===== src/rtl/vadd_bw_iter_ctrl.sv =====
// ap_ctrl sequencer that runs the vadd_bw kernel a programmable number of times back-to-back.
// Optional elapsed-cycle counter is built when VADD_BW_ITER_CYCLE_CNT_EN is defined.
module vadd_bw_iter_ctrl #(
    parameter bit ADDR_ADVANCE    = 1'b0,
    parameter int ELEM_BYTES_LOG2 = 5
) (
    input  logic        ap_clk,
    input  logic        ap_rst_n,
    input  logic        ap_start,
    output logic        ap_done,
    output logic        ap_ready,
    output logic        ap_idle,
    input  logic [31:0] iters,
    input  logic [63:0] n,
    input  logic [63:0] rmem0,
    input  logic [63:0] wmem0,
    output logic        k_ap_start,
    input  logic        k_ap_ready,
    input  logic        k_ap_done,
    input  logic        k_ap_idle,
    output logic [63:0] k_n,
    output logic [63:0] k_rmem0,
    output logic [63:0] k_wmem0,
    output logic [31:0] iter_count,
    output logic [63:0] cycle_count
);

    typedef enum logic [1:0] {
        IDLE   = 2'b00,
        LAUNCH = 2'b01,
        WAIT   = 2'b11,
        DONE   = 2'b10
    } state_e;

    state_e      state_q;
    logic [31:0] remaining_q;
    logic [31:0] iter_count_q;
    logic [63:0] k_n_q;
    logic [63:0] k_rmem0_q;
    logic [63:0] k_wmem0_q;
    logic        k_ap_start_q;
    logic        ap_done_q;
    logic        ap_idle_q;

    logic [63:0] stride_d;
    logic [63:0] k_rmem0_d;
    logic [63:0] k_wmem0_d;
    logic        iter_done_d;
    logic        last_iter_d;

    // Kernel idle is status only; kept visible so the port is not flagged as dangling.
    logic unused_k_ap_idle;
    assign unused_k_ap_idle = k_ap_idle;

    // NOTE: every variable gets a default at the top of always_comb so no latch is inferred.
    always_comb begin
        stride_d    = k_n_q << ELEM_BYTES_LOG2;
        k_rmem0_d   = k_rmem0_q;
        k_wmem0_d   = k_wmem0_q;
        if (ADDR_ADVANCE) begin
            k_rmem0_d = k_rmem0_q + stride_d;
            k_wmem0_d = k_wmem0_q + stride_d;
        end
        // A ready is honoured only while start is actually driven high.
        iter_done_d = ((state_q == LAUNCH) && k_ap_start_q && k_ap_ready && k_ap_done) ||
                      ((state_q == WAIT) && k_ap_done);
        last_iter_d = (remaining_q == 32'd1);
    end

    // NOTE: state uses non-blocking assignments; later assignments in the block override earlier ones.
    always_ff @(posedge ap_clk) begin
        if (!ap_rst_n) begin
            state_q      <= IDLE;
            remaining_q  <= '0;
            iter_count_q <= '0;
            k_n_q        <= '0;
            k_rmem0_q    <= '0;
            k_wmem0_q    <= '0;
            k_ap_start_q <= 1'b0;
            ap_done_q    <= 1'b0;
            ap_idle_q    <= 1'b1;
        end else begin
            ap_done_q <= 1'b0;
            unique case (state_q)
                IDLE: begin
                    if (ap_start) begin
                        remaining_q  <= iters;
                        k_n_q        <= n;
                        k_rmem0_q    <= rmem0;
                        k_wmem0_q    <= wmem0;
                        iter_count_q <= '0;
                        ap_idle_q    <= 1'b0;
                        if (iters == 32'd0) begin
                            state_q   <= DONE;
                            ap_done_q <= 1'b1;
                        end else begin
                            state_q      <= LAUNCH;
                            k_ap_start_q <= 1'b1;
                        end
                    end
                end
                LAUNCH: begin
                    if (!k_ap_start_q) begin
                        k_ap_start_q <= 1'b1;
                    end else if (k_ap_ready) begin
                        k_ap_start_q <= 1'b0;
                        if (!k_ap_done) begin
                            state_q <= WAIT;
                        end else if (last_iter_d) begin
                            state_q   <= DONE;
                            ap_done_q <= 1'b1;
                        end
                        // Otherwise stay in LAUNCH with start low: one gap cycle before relaunch.
                    end
                end
                WAIT: begin
                    if (k_ap_done) begin
                        if (last_iter_d) begin
                            state_q   <= DONE;
                            ap_done_q <= 1'b1;
                        end else begin
                            state_q      <= LAUNCH;
                            k_ap_start_q <= 1'b1;
                        end
                    end
                end
                DONE: begin
                    state_q   <= IDLE;
                    ap_idle_q <= 1'b1;
                end
                default: state_q <= IDLE;
            endcase

            if (iter_done_d) begin
                iter_count_q <= iter_count_q + 32'd1;
                remaining_q  <= remaining_q - 32'd1;
                k_rmem0_q    <= k_rmem0_d;
                k_wmem0_q    <= k_wmem0_d;
            end
        end
    end

`ifdef VADD_BW_ITER_CYCLE_CNT_EN
    logic [63:0] cycle_count_q;

    // Counts every LAUNCH/WAIT cycle, start gaps included, saturating at all-ones.
    always_ff @(posedge ap_clk) begin
        if (!ap_rst_n) begin
            cycle_count_q <= '0;
        end else if ((state_q == IDLE) && ap_start) begin
            cycle_count_q <= '0;
        end else if (((state_q == LAUNCH) || (state_q == WAIT)) && (cycle_count_q != '1)) begin
            cycle_count_q <= cycle_count_q + 64'd1;
        end
    end

    assign cycle_count = cycle_count_q;
`else
    assign cycle_count = '0;
`endif

    assign ap_done    = ap_done_q;
    assign ap_ready   = ap_done_q;
    assign ap_idle    = ap_idle_q;
    assign k_ap_start = k_ap_start_q;
    assign k_n        = k_n_q;
    assign k_rmem0    = k_rmem0_q;
    assign k_wmem0    = k_wmem0_q;
    assign iter_count = iter_count_q;

endmodule


===== config.mk =====
export PLATFORM = sky130hd
export DESIGN_NAME = vadd_bw_iter_ctrl
export DESIGN_NICKNAME = d
export VERILOG_FILES = /design/src/rtl/vadd_bw_iter_ctrl.sv
export SDC_FILE = /design/constraint.sdc
export NUM_CORES = 1
export LEC_CHECK = 0
export CORE_AREA = 2 2 202 204
export DETAILED_ROUTE_END_ITERATION = 6
export DIE_AREA = 0 0 204 206
export PLACE_DENSITY_LB_ADDON = 0.1
export SYNTH_ARGS = -nofsm -noshare
export SYNTH_HDL_FRONTEND = slang
export SYNTH_SLANG_ARGS = --single-unit

===== constraint.sdc =====
create_clock -name ap_clk -period 3.5 [get_ports ap_clk]
set_clock_uncertainty 0.2 [all_clocks]
set_input_delay 0.7 -clock ap_clk [delete_from_list [all_inputs] [get_ports ap_clk]]
set_output_delay 0.7 -clock ap_clk [all_outputs]
set_load 0.05 [all_outputs]

==> out/results.ini, run 1 <==
[route]
drc_errors = 0
finalWirelength_um = 40230
avgViaCountPerCell = 4.610
via_count = 10751
drt_iter0_markers = 615
wire_per_inst_um = 17.25
drtAntennaViolNets = 0
first_pass_iters = 5

[place]
place_congestion = 0.7647
dp_hpwl_um = 28320
port-buffer-count = 456
placed_cell_area_um2 = 15580
dp.cells = 2271

[worst_setup_path]
path_class = reg2reg
worst_ep_required_time_ns = 3.75
cp-end-kind = register
startpoint_type = register
cp.arrival_ns = 3.11
path_max_fanout = 9

[clock_network]
cts_resized = 0
cts_setup_buffers = 0
clk_pin_slew_ns = 0.05
numCtsBuffers = 35
hold_buffers = 0
clock-sinks = 261
clkLatencyLatePin_ns = 0.53
cts.root.buffer_cell = clkbuf_16
cts_max_level = 2
clk_path_buf_depth = 3
tritoncts = yes

[timing]
hold_violations = 0
slew_headroom_pct = 48.93
rsz0062_at_grt = false
setup_viol = 0
setup_tns_ns = 0
period_share_pct = 81.66
period_minus_slack_ns = 2.858
max_freq_mhz = 349.9
worst_slew_pin_slew_ns = 0.7660
slew_viol_final = 0

[yosys]
synth_enable_flop_cells = 0
syn_area_um2 = 10660
synthTopCellsByArea = dfxtp_1 49%, nand2_1 15%, a21oi_1 10%
ys_top_cells_by_count = 433 x nand2_1, 261 x dfxtp_1, 221 x a21oi_1
ys_ff_latch = 261
ys.flop_type = dfxtp_1
yosysTopAreaCellShare_pct = 49.00
async_flop_share_pct = 0
syn_inst = 1350
synth_top_cell_by_area = dfxtp_1
yosysWarnings = 0
syn_avg_cell_area_um2 = 7.898
yosysMostFrequentCell = nand2_1
synth_seq_area_share_pct = 49.00
synth_cell_types = 56

[global_route]
grt_pass1_wl_um = 59530
antenna_found_initial = 2
grt_use_total_pct = 18.21
grt_max_degree = 132
grt_pass1_vias = 10103
gr-total-overflow = 0

[power]
p_sw_w = 0.002633
intPower_w = 0.006057
p_seq_share_pct = 37.2
p_leak_nw = 6.045
pwr_density_cell_nw_per_um2 = 518.7
p_sw_share_pct = 30.30
pwr-share-clk_pct = 42.2
ir_worst_vdd_v = 0.0004844
power_frac_comb_pct = 20.6

[floorplanning]
placementRows = 74
start_util_pct = 26.54
dieArea_um2 = 42020
dieWidth_um = 204
coreArea_um2 = 40180
die_h_um = 206
ioPinCount = 522

[job]
drv_cap = 0

[final_layout]
fin_nets = 2009
final_cell_count_no_fill = 2332
final_layout_size_suffix_gt1_share_pct = 5.725
final_cell_area_um2 = 16750
area_growth_pct = 57.12

[min_path]
hold_path.class = reg2reg

[run_status]
status = finished, final reports clean

worst max-delay path: stages, from the launching register on:
cell     delay [ns]
dfxtp_1        0.36
or4_1          0.69
or4_4          0.58
or3_4          0.40
or4_1          0.41
a31oi_1        0.16
layout make-up:
class | count | area, µm²
inverters | 10 | 45.04
clock buffers | 50 | 1035
diodes | 1 | 2.502
fillers | 4162 | 23430
flip-flops and latches | 261 | 5225
well taps | 532 | 665.6
clock inverters | 10 | 136.4
repair buffers | 481 | 4852
multi-input cells | 987 | 4792
through the flow:
step	hold WS, ns	worst slack, ns	power [W]	utilization (%)
4_1_cts	0.2532	0.6443	0.008839	41.69
5_1_grt	0.2669	0.5221	0.009062	41.69
6_report	0.2508	0.6418	0.008690	41.69
2_1_floorplan	0.2733	0.7032	0.004422	-
3_3_place_gp	0.2410	0.4183	0.005091	38.77
3_5_place_dp	0.2456	0.4356	0.005100	38.77
state kept, by name (all words and copies together) (netlist names):
| register | count |
|---|---|
| ap_done | 1 |
| ap_idle | 1 |
| iter_count | 32 |
| k_ap_start | 1 |
| k_n | 64 |
| k_rmem0 | 64 |
| k_wmem0 | 64 |
| remaining_q | 32 |
| state_q | 2 |
cells in the final DEF, fill, tap and decap left out, types with 18 or more instances in the layout:
master / n
a21oi_1: 221
clkbuf_16: 37
clkdlybuf4s50_1: 456
conb_1: 64
dfxtp_1: 261
nand2_1: 433
nand3_1: 20
nor2_1: 38
nor4_1: 18
cell families (layout without fill, tap and decap cells):
kind of cell | Yosys count | count (layout) | share of synthesized area, %
simple gates | 592 | 592 | 23.84
compound gates | 311 | 311 | 16.82
flops | 261 | 261 | 49.00
buf+inv | 165 | 551 | 8.320
mux | 11 | 11 | 1.138
xor+xnor | 6 | 6 | 0.4928
fa+ha+maj | 3 | 3 | 0.3521
other cells | 1 | 65 | 0.03517
routing by layer:
layer	GRT usage (%)	vias up	wire length [µm]	part of all wire, %
met5	0	-	7	0.017
met4	6.755	2	1139	2.8
met3	6.213	58	3551	8.8
met2	29.49	359	18860	47
met1	22.37	5006	16670	41
li1	-	5326	-	-
power by group through the flow:
| stage | logic (W) | clock network, W | registers [W] |
|---|---|---|---|
| final | 0.00179 | 0.00366 | 0.00323 |
| after global routing | 0.00191 | 0.00390 | 0.00325 |
| after CTS | 0.00181 | 0.00379 | 0.00323 |
| after detailed placement | 0.00180 | 0 | 0.00330 |
| after global placement | 0.00180 | 0 | 0.00329 |
| after floorplan | 0.000672 | 0 | 0.00375 |
worst paths after layout:
kind              startpoint               to  slack (ns)  depth (start not counted)
max          remaining_q[12]  remaining_q[27]        0.64                          5
min                  k_n[30]          k_n[30]        0.25                          2
max reg2reg  remaining_q[12]  remaining_q[27]        0.64                          5
min reg2reg          k_n[30]          k_n[30]        0.25                          2
No activity file was read; power rests on OpenSTA's default activity.
==> run 2: changes to the inputs <==
Clock period 3.5 ns to 2.7 ns, I/O delays scaled along.
==> out/results.ini, run 2 (synthesis gave the netlist of run 1 again) <==
[floorplanning]
dieArea_um2 = 42020  ; unchanged
die_h_um = 206  ; unchanged
start_util_pct = 26.54  ; unchanged
placementRows = 74  ; unchanged
coreArea_um2 = 40180  ; unchanged
ioPinCount = 522  ; unchanged
dieWidth_um = 204  ; unchanged

[place]
dp.cells = 2301  ; +1.3%
dp_hpwl_um = 28740  ; +1.5%
place_congestion = 0.7819  ; +2.2%
placed_cell_area_um2 = 15880  ; +1.9%
port-buffer-count = 456  ; unchanged

[timing]
rsz0062_at_grt = false
slew_headroom_pct = 54.35  ; +5.4 points
max_freq_mhz = 379.7  ; +8.5%
worst_slew_pin_slew_ns = 0.6826  ; -0.08347 ns
hold_violations = 0  ; unchanged
setup_tns_ns = 0  ; unchanged
period_share_pct = 97.53  ; +16 points
slew_viol_final = 0  ; unchanged
period_minus_slack_ns = 2.633  ; -0.2248 ns
setup_viol = 0  ; unchanged
whs_ns = 0.2511  ; +0.0003350 ns

[clock_network]
cts_max_level = 1  ; -1
clk_pin_slew_ns = 0.06  ; about the same
clock-sinks = 261  ; unchanged
cts.root.buffer_cell = clkbuf_16
clk_path_buf_depth = 3  ; unchanged
tritoncts = yes
numCtsBuffers = 31  ; -11%
clkLatencyLatePin_ns = 0.56  ; +0.03 ns
hold_buffers = 0  ; unchanged

[min_path]
hold_path.class = reg2reg
min_path_cells = 2  ; unchanged
whs_endpoint = k_rmem0[33]
hold_start = k_rmem0[33]

[final_layout]
final_cell_area_um2 = 16930  ; +1.0%
fin_nets = 2037  ; +1.4%
final_cell_count_no_fill = 2361  ; +1.2%
final_layout_size_suffix_gt1_share_pct = 7.389  ; +1.7 points
utilization_pct = 42.12  ; +0.43 points
layout_common_cells = 454 x clkdlybuf4s50_1, 433 x nand2_1, 259 x dfxtp_1, 221 x a21oi_1, 64 x conb_1
area_growth_pct = 58.73
final_common_cell = clkdlybuf4s50_1

[worst_setup_path]
startpoint_type = register
slowest_delay_ns = 0.54  ; -0.15 ns
path_max_fanout = 6  ; -3
crit_top_cell = or4_4
cp.arrival_ns = 2.93  ; -0.18 ns
reg2reg_depth = 5  ; unchanged
path_class = reg2reg
reg2reg_to = remaining_q[27]
r2r_slack_ns = 0.07  ; -0.58 ns
worst_ep_required_time_ns = 2.99  ; -0.76 ns
cp_top_family = simple AND/OR/NAND/NOR gates
path_cells = or4_4, or4_4, or3_4, or4_1, a31oi_1
cp-end-kind = register
worst_path_max_delay_cell = or4_4
crit_buf_inv = 0  ; unchanged
reg2reg_from = remaining_q[16]

[global_route]
gr-total-overflow = 0  ; unchanged
grt_pass1_wl_um = 60580  ; +1.8%
grt_max_degree = 121  ; -8.3%
grt_pass1_vias = 10263  ; +1.6%
grt_use_total_pct = 18.31  ; +0.11 points
antenna_found_initial = 0  ; -2

[route]
via_count = 10828  ; +0.72%
drtAntennaViolNets = 0  ; unchanged
drt_iter0_markers = 434  ; -29%
avgViaCountPerCell = 4.586  ; -0.52%
drc_errors = 0  ; unchanged
first_pass_iters = 5  ; unchanged
wire_per_inst_um = 17.16  ; -0.56%
finalWirelength_um = 40500  ; +0.68%

[power]
pwr_density_cell_nw_per_um2 = 639.3  ; +23%
ir_worst_vdd_v = 0.0004866  ; +0.45%
p_leak_nw = 6.156  ; +1.8%
pwr-share-clk_pct = 39.0  ; -3.2 points
power_frac_comb_pct = 22.3  ; +1.7 points
p_sw_w = 0.003316  ; +26%
intPower_w = 0.007504  ; +24%
p_sw_share_pct = 30.65  ; +0.35 points
p_seq_share_pct = 38.7  ; +1.5 points

[run_status]
status = finished, final reports clean

[job]
drv_cap = 0  ; unchanged

## run 2: cell types whose count changed in the layout (fill, tap and decap cells not counted), sizes merged
| cell | change |
|---|---|
| clkinvlp | -2 |
| clkdlybuf4s50 | -2 |
| buf | +33 |
| bufinv | -1 |
| diode | +1 |
## run 2: stage by stage
stage / setup slack (ns) / power (W)
after floorplan: -0.01580 / 0.005736
after global placement: 0.002766 / 0.006677
after detailed placement: -0.02149 / 0.006689
after CTS: 0.03272 / 0.01100
after global routing: 0.001039 / 0.01130
final: 0.06664 / 0.01082
## run 2: how the worst max path moves through the flow
| stage | from | to | slack, ns | cells after the start |
|---|---|---|---|---|
| 4_1_cts | remaining_q[16] | remaining_q[27] | 0.03 | 5 |
| 5_1_grt | remaining_q[16] | remaining_q[27] | 0.001 | 5 |
| 6_report | remaining_q[16] | remaining_q[27] | 0.07 | 5 |
| 2_1_floorplan | remaining_q[7] | remaining_q[27] | -0.02 | 8 |
| 3_5_place_dp | k_ap_ready | remaining_q[25] | -0.02 | 7 |
| 3_3_place_gp | k_ap_ready | remaining_q[15] | 0.003 | 7 |
## run 2: final cells by class
type / count / area (µm²)
Fill cell: 4045 / 23260
Tap cell: 532 / 665.6
Multi-Input combinational cell: 987 / 4802
Antenna cell: 2 / 5.005
Clock inverter: 7 / 88.84
Sequential cell: 261 / 5228
Inverter: 10 / 42.54
Clock buffer: 49 / 933.4
Timing Repair Buffer: 513 / 5160
## run 2: power groups by stage
stage	clock, W	sequential, W	combinational [W]
after detailed placement	0	0.00427	0.00242
after global routing	0.00452	0.00422	0.00257
after CTS	0.00438	0.00419	0.00243
after floorplan	0	0.00486	0.000875
after global placement	0	0.00426	0.00242
final	0.00422	0.00419	0.00241
## run 2: tightest hold or removal path, cell delays in order, from the launching register on
cell     delay (ns)
dfxtp_1        0.30
nand2_1        0.05
a21oi_1        0.05
## run 2: repair_timing
| item | 4_1_cts | 5_1_grt |
|---|---|---|
| resized for setup | 0 | 2 |
| setup buffers | 0 | 2 |
| endpoints found under the setup margin | 0 | 1 |
## run 2: routing by layer
| metal | wire length, µm | vias to the layer above | part of all wire [%] | GRT usage [%] |
|---|---|---|---|---|
| met4 | 1119 | 0 | 2.8 | 5.616 |
| met3 | 3600 | 63 | 8.9 | 6.764 |
| met1 | 16180 | 5020 | 40 | 21.85 |
| met2 | 19610 | 346 | 48 | 30.64 |
| met5 | 0 | - | 0 | 0 |
| li1 | - | 5399 | - | - |
==> run 3: changes to the inputs <==
Settings changed: CAP_MARGIN set to 20.
==> results of run 3 <==
No change in the layout: final DEF, timing and power equal those of run 2.
